==> src/rtl/load_store_unit.sv <==
// RV32I load/store unit: computes the effective address, issues one memory access
// with lane-aligned strobes/data, and writes extended load data back to the register file.
module load_store_unit #(
  parameter int unsigned TIMEOUT_CYCLES = 255
) (
  input  logic        clk,
  input  logic        rst_n,
  input  logic        start,
  input  logic        is_store,
  input  logic [2:0]  funct3,
  input  logic [31:0] base,
  input  logic [31:0] offset,
  input  logic [31:0] store_data,
  input  logic [4:0]  rd_addr_in,
  output logic        mem_req,
  output logic        mem_we,
  output logic [31:0] mem_addr,
  output logic [31:0] mem_wdata,
  output logic [3:0]  mem_wstrb,
  input  logic        mem_ack,
  input  logic [31:0] mem_rdata,
  output logic        wb_en,
  output logic [4:0]  wb_addr,
  output logic [31:0] wb_data,
  output logic        busy,
  output logic        done,
  output logic        err,
  output logic [1:0]  err_code
);

  localparam int unsigned CNT_W = 8;
  localparam logic [CNT_W-1:0] CNT_LAST = CNT_W'(TIMEOUT_CYCLES - 1);

  localparam logic [1:0] ERR_MISALIGN = 2'b01;
  localparam logic [1:0] ERR_ILLEGAL  = 2'b10;
  localparam logic [1:0] ERR_TIMEOUT  = 2'b11;

  typedef enum logic [1:0] {S_IDLE, S_REQ, S_DONE, S_ERR} state_e;

  state_e            state_q, state_d;
  logic [CNT_W-1:0]  cnt_q, cnt_d;
  logic [1:0]        lane_q, lane_d;
  logic [2:0]        funct3_q, funct3_d;
  logic [4:0]        rd_q, rd_d;

  logic              mem_req_q, mem_req_d;
  logic              mem_we_q, mem_we_d;
  logic [31:0]       mem_addr_q, mem_addr_d;
  logic [31:0]       mem_wdata_q, mem_wdata_d;
  logic [3:0]        mem_wstrb_q, mem_wstrb_d;
  logic              wb_en_q, wb_en_d;
  logic [4:0]        wb_addr_q, wb_addr_d;
  logic [31:0]       wb_data_q, wb_data_d;
  logic              busy_q, busy_d;
  logic              done_q, done_d;
  logic              err_q, err_d;
  logic [1:0]        err_code_q, err_code_d;

  logic [31:0]       ea_c;
  logic              illegal_c;
  logic              misaligned_c;
  logic [3:0]        strb_c;
  logic [31:0]       wdata_c;
  logic [31:0]       lane_data_c;
  logic [31:0]       load_val_c;

  // Request decode: address, legality, alignment and store lane placement.
  always_comb begin
    ea_c = base + offset;
    if (is_store) begin
      illegal_c = funct3[2] || (funct3[1:0] == 2'b11);
    end else begin
      illegal_c = (funct3[1:0] == 2'b11) || (funct3[2] && funct3[1]);
    end
    misaligned_c = ((funct3[1:0] == 2'b01) && ea_c[0]) ||
                   ((funct3[1:0] == 2'b10) && (ea_c[1:0] != 2'b00));
    case (funct3[1:0])
      2'b00: begin
        strb_c  = 4'b0001 << ea_c[1:0];
        wdata_c = {4{store_data[7:0]}};
      end
      2'b01: begin
        strb_c  = 4'b0011 << ea_c[1:0];
        wdata_c = {2{store_data[15:0]}};
      end
      default: begin
        strb_c  = 4'b1111;
        wdata_c = store_data;
      end
    endcase
  end

  // Load lane extraction and sign/zero extension of the returned word.
  always_comb begin
    lane_data_c = mem_rdata >> {lane_q, 3'b000};
    case (funct3_q)
      3'b000:  load_val_c = {{24{lane_data_c[7]}}, lane_data_c[7:0]};
      3'b001:  load_val_c = {{16{lane_data_c[15]}}, lane_data_c[15:0]};
      3'b100:  load_val_c = {24'd0, lane_data_c[7:0]};
      3'b101:  load_val_c = {16'd0, lane_data_c[15:0]};
      default: load_val_c = lane_data_c;
    endcase
  end

  // Next-state and next-output logic.
  always_comb begin
    state_d     = state_q;
    cnt_d       = cnt_q;
    lane_d      = lane_q;
    funct3_d    = funct3_q;
    rd_d        = rd_q;
    mem_req_d   = mem_req_q;
    mem_we_d    = mem_we_q;
    mem_addr_d  = mem_addr_q;
    mem_wdata_d = mem_wdata_q;
    mem_wstrb_d = mem_wstrb_q;
    wb_en_d     = 1'b0;
    wb_addr_d   = wb_addr_q;
    wb_data_d   = wb_data_q;
    done_d      = 1'b0;
    err_d       = 1'b0;
    err_code_d  = 2'b00;

    case (state_q)
      S_IDLE: begin
        if (start) begin
          lane_d   = ea_c[1:0];
          funct3_d = funct3;
          rd_d     = rd_addr_in;
          if (illegal_c) begin
            state_d    = S_ERR;
            err_d      = 1'b1;
            err_code_d = ERR_ILLEGAL;
          end else if (misaligned_c) begin
            state_d    = S_ERR;
            err_d      = 1'b1;
            err_code_d = ERR_MISALIGN;
          end else begin
            state_d     = S_REQ;
            cnt_d       = '0;
            mem_req_d   = 1'b1;
            mem_we_d    = is_store;
            mem_addr_d  = {ea_c[31:2], 2'b00};
            mem_wdata_d = wdata_c;
            mem_wstrb_d = is_store ? strb_c : 4'b0000;
          end
        end
      end
      S_REQ: begin
        if (mem_ack) begin
          state_d     = S_DONE;
          mem_req_d   = 1'b0;
          mem_we_d    = 1'b0;
          mem_wstrb_d = 4'b0000;
          done_d      = 1'b1;
          if (!mem_we_q && (rd_q != 5'd0)) begin
            wb_en_d   = 1'b1;
            wb_addr_d = rd_q;
            wb_data_d = load_val_c;
          end
        end else if (cnt_q == CNT_LAST) begin
          state_d     = S_ERR;
          mem_req_d   = 1'b0;
          mem_we_d    = 1'b0;
          mem_wstrb_d = 4'b0000;
          err_d       = 1'b1;
          err_code_d  = ERR_TIMEOUT;
        end else begin
          cnt_d = cnt_q + CNT_W'(1);
        end
      end
      default: state_d = S_IDLE;
    endcase

    busy_d = (state_d != S_IDLE);
  end

  always_ff @(posedge clk) begin
    if (!rst_n) begin
      state_q     <= S_IDLE;
      cnt_q       <= '0;
      lane_q      <= '0;
      funct3_q    <= '0;
      rd_q        <= '0;
      mem_req_q   <= 1'b0;
      mem_we_q    <= 1'b0;
      mem_addr_q  <= '0;
      mem_wdata_q <= '0;
      mem_wstrb_q <= '0;
      wb_en_q     <= 1'b0;
      wb_addr_q   <= '0;
      wb_data_q   <= '0;
      busy_q      <= 1'b0;
      done_q      <= 1'b0;
      err_q       <= 1'b0;
      err_code_q  <= 2'b00;
    end else begin
      state_q     <= state_d;
      cnt_q       <= cnt_d;
      lane_q      <= lane_d;
      funct3_q    <= funct3_d;
      rd_q        <= rd_d;
      mem_req_q   <= mem_req_d;
      mem_we_q    <= mem_we_d;
      mem_addr_q  <= mem_addr_d;
      mem_wdata_q <= mem_wdata_d;
      mem_wstrb_q <= mem_wstrb_d;
      wb_en_q     <= wb_en_d;
      wb_addr_q   <= wb_addr_d;
      wb_data_q   <= wb_data_d;
      busy_q      <= busy_d;
      done_q      <= done_d;
      err_q       <= err_d;
      err_code_q  <= err_code_d;
    end
  end

  assign mem_req   = mem_req_q;
  assign mem_we    = mem_we_q;
  assign mem_addr  = mem_addr_q;
  assign mem_wdata = mem_wdata_q;
  assign mem_wstrb = mem_wstrb_q;
  assign wb_en     = wb_en_q;
  assign wb_addr   = wb_addr_q;
  assign wb_data   = wb_data_q;
  assign busy      = busy_q;
  assign done      = done_q;
  assign err       = err_q;
  assign err_code  = err_code_q;

endmodule

==> config.mk <==
export PLATFORM = sky130hd
export DESIGN_NAME = load_store_unit
export DESIGN_NICKNAME = d
export VERILOG_FILES = /design/src/rtl/load_store_unit.sv
export SDC_FILE = /design/constraint.sdc
export NUM_CORES = 1
export LEC_CHECK = 0
export CAP_MARGIN = 15
export CORE_MARGIN = 2
export CORE_UTILIZATION = 43
export CTS_CLUSTER_DIAMETER = 60
export DETAILED_ROUTE_END_ITERATION = 16
export GPL_ROUTABILITY_DRIVEN = 0
export PLACE_DENSITY = 0.76
export SYNTH_ARGS = -nofsm -noshare
export SYNTH_HDL_FRONTEND = slang
export SYNTH_SLANG_ARGS = --single-unit
==> constraint.sdc <==
create_clock -name clk -period 9.7 [get_ports clk]
set_input_delay 2.91 -clock clk [delete_from_list [all_inputs] [get_ports clk]]
set_output_delay 2.91 -clock clk [all_outputs]
set_load 0.01 [all_outputs]
Word-level counts from Yosys, hierarchy flattened --
Index checks and enable logic that the tools add are counted. W data, S select, Z words.
Storage, ports and cells: flip-flop bits (word level) 131, bits of input ports 141, output and inout port bits 113
Operators by class: add/subtract/negate cells 2, equal/unequal tests 14, shift operators 3, muxes and demuxes 47, bitwise operators 2, reductions and logical operators 22
Operator list (count):
- $pmux W32 S4 | 1
- $pmux W32 S2 | 1
- $mux W8 | 5
- $add A32 B32 Y32 | 1
- $shr A32 B5 Y32 | 1
- $mux W4 | 6
- $mux W2 | 9
- $mux W1 | 17
- $pmux W4 S2 | 2
- $pmux W8 S2 | 1
- $ne A2 B2 Y1 const B | 5
- $add A8 B1 Y8 const B | 1
- $eq A8 B8 Y1 const B | 1
- $pmux W2 S2 | 2
- $eq A3 B3 Y1 const B | 2
- $pmux W1 S2 | 3
- $reduce_and A3 Y1 | 2
- $reduce_and A6 Y1 | 1
- $reduce_bool A2 Y1 | 3
- $reduce_and A5 Y1 | 1
- $reduce_bool A5 Y1 | 1
- $eq A2 B1 Y1 const B | 2
- $eq A2 B2 Y1 const B | 2
- $logic_and A1 B1 Y1 | 4
- other kinds (11) | 16

Longest topological paths before layout --
depth in word-level cells 9, depth in mapped cells 11

Worst setup path before layout --
OpenSTA, ideal clock, no wires.
path type input-to-reg, start input offset[0], end register mem_addr_q[25] (netlist: mem_addr[25]), library setup time 0.062 ns, data arrival time 5.180 ns, data required time 9.638 ns, slack 4.458 ns, stages 9, buffers on the path 2, cells stage by stage ha_1 -> fa_1 -> buf_6 -> or4_4 -> a21oi_4 -> nand2_2 -> buf_6 -> or4_1 -> nand3_1
On the way: word-level cells in the longest chain between the ends 6, elaborated cells on any way between the ends 7
Ends and longest elaborated chain:
- start, declared | RTL line 12 | input logic [31:0] offset,
- $add A32 B32 Y32 | RTL line 69 | ea_c = base + offset;
- via ea_c[1] | RTL line 59 | logic [31:0] ea_c;
- $reduce_bool A2 Y1 | RTL line 76 | ((funct3[1:0] == 2'b10) && (ea_c[1:0] != 2'b00));
- $logic_and A1 B1 Y1 | RTL line 76
- $logic_or A1 B1 Y1 | RTL line 75 | misaligned_c = ((funct3[1:0] == 2'b01) && ea_c[0]) ||
- $not A1 Y1 (no source line)
- $reduce_and A4 Y1 (no source line)
- end signal, assigned | RTL line 205 | mem_addr_q <= mem_addr_d;
- end, declared | RTL line 48 | logic [31:0] mem_addr_q, mem_addr_d;
The timed path passes the listed nets, and every way through them passes these cells. A chain may end at the register's enable or synchronous reset.

Final worst setup path --
start input offset[0], end register mem_wstrb_q[1] (netlist: mem_wstrb[1])
On the way: word-level cells in the longest chain between the ends 8, elaborated cells on any way between the ends 15
Ends and longest elaborated chain:
- $add A32 B32 Y32 * | RTL line 69
- via ea_c[1] | RTL line 59
- $shl A2 B2 Y4 or $shl A1 B2 Y4 (tied branches) | RTL line 83, 79
- $pmux W4 S2 | RTL line 77 | case (funct3[1:0])
- $mux W4 | RTL line 145 | mem_wstrb_d = is_store ? strb_c : 4'b0000;
- $mux W4 | RTL line 134 | end else if (misaligned_c) begin
- $mux W4 | RTL line 130 | if (illegal_c) begin
- $mux W4 | RTL line 126 | if (start) begin
- $pmux W4 S2 | RTL line 124 | case (state_q)
- end signal, assigned | RTL line 207 | mem_wstrb_q <= mem_wstrb_d;
- end, declared | RTL line 50 | logic [3:0] mem_wstrb_q, mem_wstrb_d;
Mark *: on every way through the listed nets, which the timed path passes. The rest lies on a longest branch. The select of a mux whose other input is x is not followed.

==> results.py <==
metrics = {
    "run_status": {
        "status": "completed",
    },
    "worst_setup_path": {
        "crit_buf_inv": 2,
        "slowest_stage": "or4_4",
        "crit_arrival_ps": 6060,
        "cp.required_ps": 10040,
        "start_kind": "input port",
        "slowest_delay_ps": 580,
        "path_class": "in -> reg",
        "critPathMaxFanout": 66,
        "endpoint_kind": "register",
        "path_cells": "clkdlybuf4s50_1 > ha_1 > fa_1 > or4_4 > a21oi_4 > buf_4 > and2_1 > o21ai_0 > a21oi_1",
        "cpLargestDelayFamily": "buffers and inverters",
    },
    "route": {
        "wl_per_cell_um": 16.5,
        "routed-via-count": 7876,
        "drt.antenna.violating_nets": 0,
        "viasPerCell": 5.55,
        "wirelength_um": 23500,
        "drtIter0Drc": 569,
        "drc_errors": 0,
        "dr.pass1.iters": 5,
    },
    "clock_tree": {
        "clockBufferDepth": 2,
        "postCtsSetupBuffers": 0,
        "clk_pin_slew_ps": 60,
        "cts-hold-fix-buffers": 0,
        "clock_latency_ps": 410,
        "cts_resized": 0,
        "cts_num_sinks": 131,
        "root_buffer": "clkbuf_16",
        "tritoncts": "done",
        "cts_max_level": 4,
        "cts_buffers": 17,
    },
    "placement": {
        "hpwl_um": 17600,
        "port_buffers": 251,
        "place_inst": 1387,
        "dpl_cell_area_um2": 10100,
        "dp_slack_ps": 3580,
    },
    "grt": {
        "grt_pass1_wl_um": 36600,
        "grt.total_usage_pct": 24.8,
        "grt_max_degree": 68,
        "grt_pass1_vias": 7183,
        "antenna_found_initial": 0,
        "overflow": 0,
    },
    "synth": {
        "ys_warn_count": 0,
        "seq_area_frac_synth_pct": 34.9,
        "syn_area_um2": 7510,
        "synth-compound-area-share_pct": 26.8,
        "syn_inst": 968,
        "netlist-cell-type-count": 68,
        "syn_area_per_cell_um2": 7.76,
        "synth_top_area_cell": "dfxtp_1",
        "synth_enable_flop_cells": 0,
        "synthXorXnorAreaFrac_pct": 1.63,
        "async_reset_ff_share_pct": 0,
        "synth_mux_area_share_pct": 5.73,
        "ys_ff_latch": 131,
        "ys.flop_type": "dfxtp_1",
        "synthTopCellsByArea": "dfxtp_1 (35%), nand2_1 (8.6%), a21oi_1 (8.1%)",
        "synth.top_cell.area_share_pct": 34.9,
        "synth_top_family_by_area": "compound AO/OA/AOI/OAI gates",
        "synthAdderAreaFrac_pct": 5.76,
        "synthSimpleGateAreaFrac_pct": 20.4,
    },
    "sta": {
        "period_share_pct": 59.0,
        "grt_setup_unrepaired": "no",
        "hold_viol_final": 0,
        "tightest_slew_ps": 1020,
        "fin_crit_ps": 5720,
        "maxSlewViolCount": 0,
        "finalSetupViolCount": 0,
        "relSlewSlack_pct": 32.0,
        "fin_worst_skew_ps": 9.70,
        "finalSetupTns_ps": 0,
        "finalWorstSetupSlack_ps": 3980,
        "fmax_mhz": 175,
    },
    "min_path": {
        "min_path_type": "reg -> reg",
    },
    "power_and_ir_drop": {
        "p_per_area_nw_per_um2": 154,
        "leakage_nw": 4.01,
        "peakVddDrop_mv": 0.148,
    },
    "die": {
        "num_rows": 48,
        "ios": 254,
        "die_h_um": 136,
        "die_w_um": 136,
        "core_um2": 17200,
        "dieArea_um2": 18500,
        "start_util_pct": 43.7,
    },
    "final_layout": {
        "diodes": 0,
        "synthToLayoutAreaGrowth_pct": 42.7,
        "nets": 1357,
        "drive_gt1_share_pct": 5.19,
        "fin_area_um2": 10700,
        "final_cells": 1420,
        "layout_commonest_cell": "clkdlybuf4s50_1",
        "final_cell_mix": "clkdlybuf4s50_1 (251), nand2_1 (172), dfxtp_1 (131)",
        "utilization_pct": 62.4,
    },
    "flow_run": {
        "drv_cap": 0,
    },
}
## synthesized netlist by cell type, drive strengths merged, types with 2 or more instances
library cell,number
nor4,4
nor3,12
mux2,8
nand2b,3
or4,7
a21o,26
inv,14
and3,12
a221oi,2
o311a,3
a211oi,14
o21ai,93
nor2b,8
ha,33
or2,2
buf,25
o2111ai,3
mux2i,34
a21oi,123
o211ai,12
or3,15
xor2,3
a32o,8
and2,4
o21a,6
nand3,18
nand2,173
clkbuf,41
xnor2,11
a311oi,9
a311o,2
o21bai,3
a31oi,6
o31ai,5
dfxtp,131
o211a,2
nor2,53
nand4,21
a2111oi,3
## layer usage
layer	vias to the layer above	GRT usage (%)	share of wire, %
met5	-	0	0
met4	0	6.13	1.4
met3	25	4.92	6.1
met2	273	41.9	48
met1	3631	32.5	44
li1	3947	-	-
## worst min-delay path: cells and delay by family (launching register included)
kind            cells  cell delay (ps)
simple gates        1               50
compound gates      1               50
flops               1              300
## area by class of cell
| cell class | count | area [um^2] |
|---|---|---|
| tap | 225 | 282 |
| clock inverter | 9 | 151 |
| clock buffer | 23 | 478 |
| sequential | 131 | 2620 |
| timing repair buffer | 260 | 2580 |
| inverter | 15 | 56.3 |
| multi-input combinational | 757 | 4550 |
| fill | 1512 | 6460 |
## worst paths after layout
check,slack [ps],start,cells after the start,endpoint
worst min-delay path,450,mem_addr[5],2,mem_addr[5]
worst max register to register,6810,state_q[0],6,wb_data[29]
worst max-delay path,3980,offset[0],9,mem_wstrb[1]
worst min register to register,450,mem_addr[5],2,mem_addr[5]
## kinds of logic (layout without fill, tap and decap cells)
group	count (synthesis)	in the layout
buf+inv	81	307
fa+ha+maj	34	34
flops	131	131
xor+xnor	14	14
simple gates	337	337
mux	42	42
other cells	1	2
compound gates	328	328
## state kept, by name, indices dropped and copies added, names as in the netlist
register   cells
mem_wdata     32
wb_data       32
mem_addr      30
cnt_q          8
rd_q           5
wb_addr        5
mem_wstrb      4
funct3_q       3
err_code       2
lane_q         2
state_q        2
busy           1
done           1
err            1
mem_req        1
mem_we         1
wb_en          1
## report_power, final
group / total, mW / switching (mW) / internal, mW
clock: 0.679 / 0.229 / 0.450
combinational: 0.383 / 0.199 / 0.184
sequential: 0.589 / 0.0195 / 0.569
total: 1.65 / 0.448 / 1.20
## metrics by stage
stage                     hold slack [ps]  power, mW
after floorplan                       440      0.814
after global placement                440      0.974
after detailed placement              446      0.978
after CTS                             453       1.66
after global routing                  464       1.72
final                                 450       1.65
Note: power is estimated with default switching activity, not from simulation.
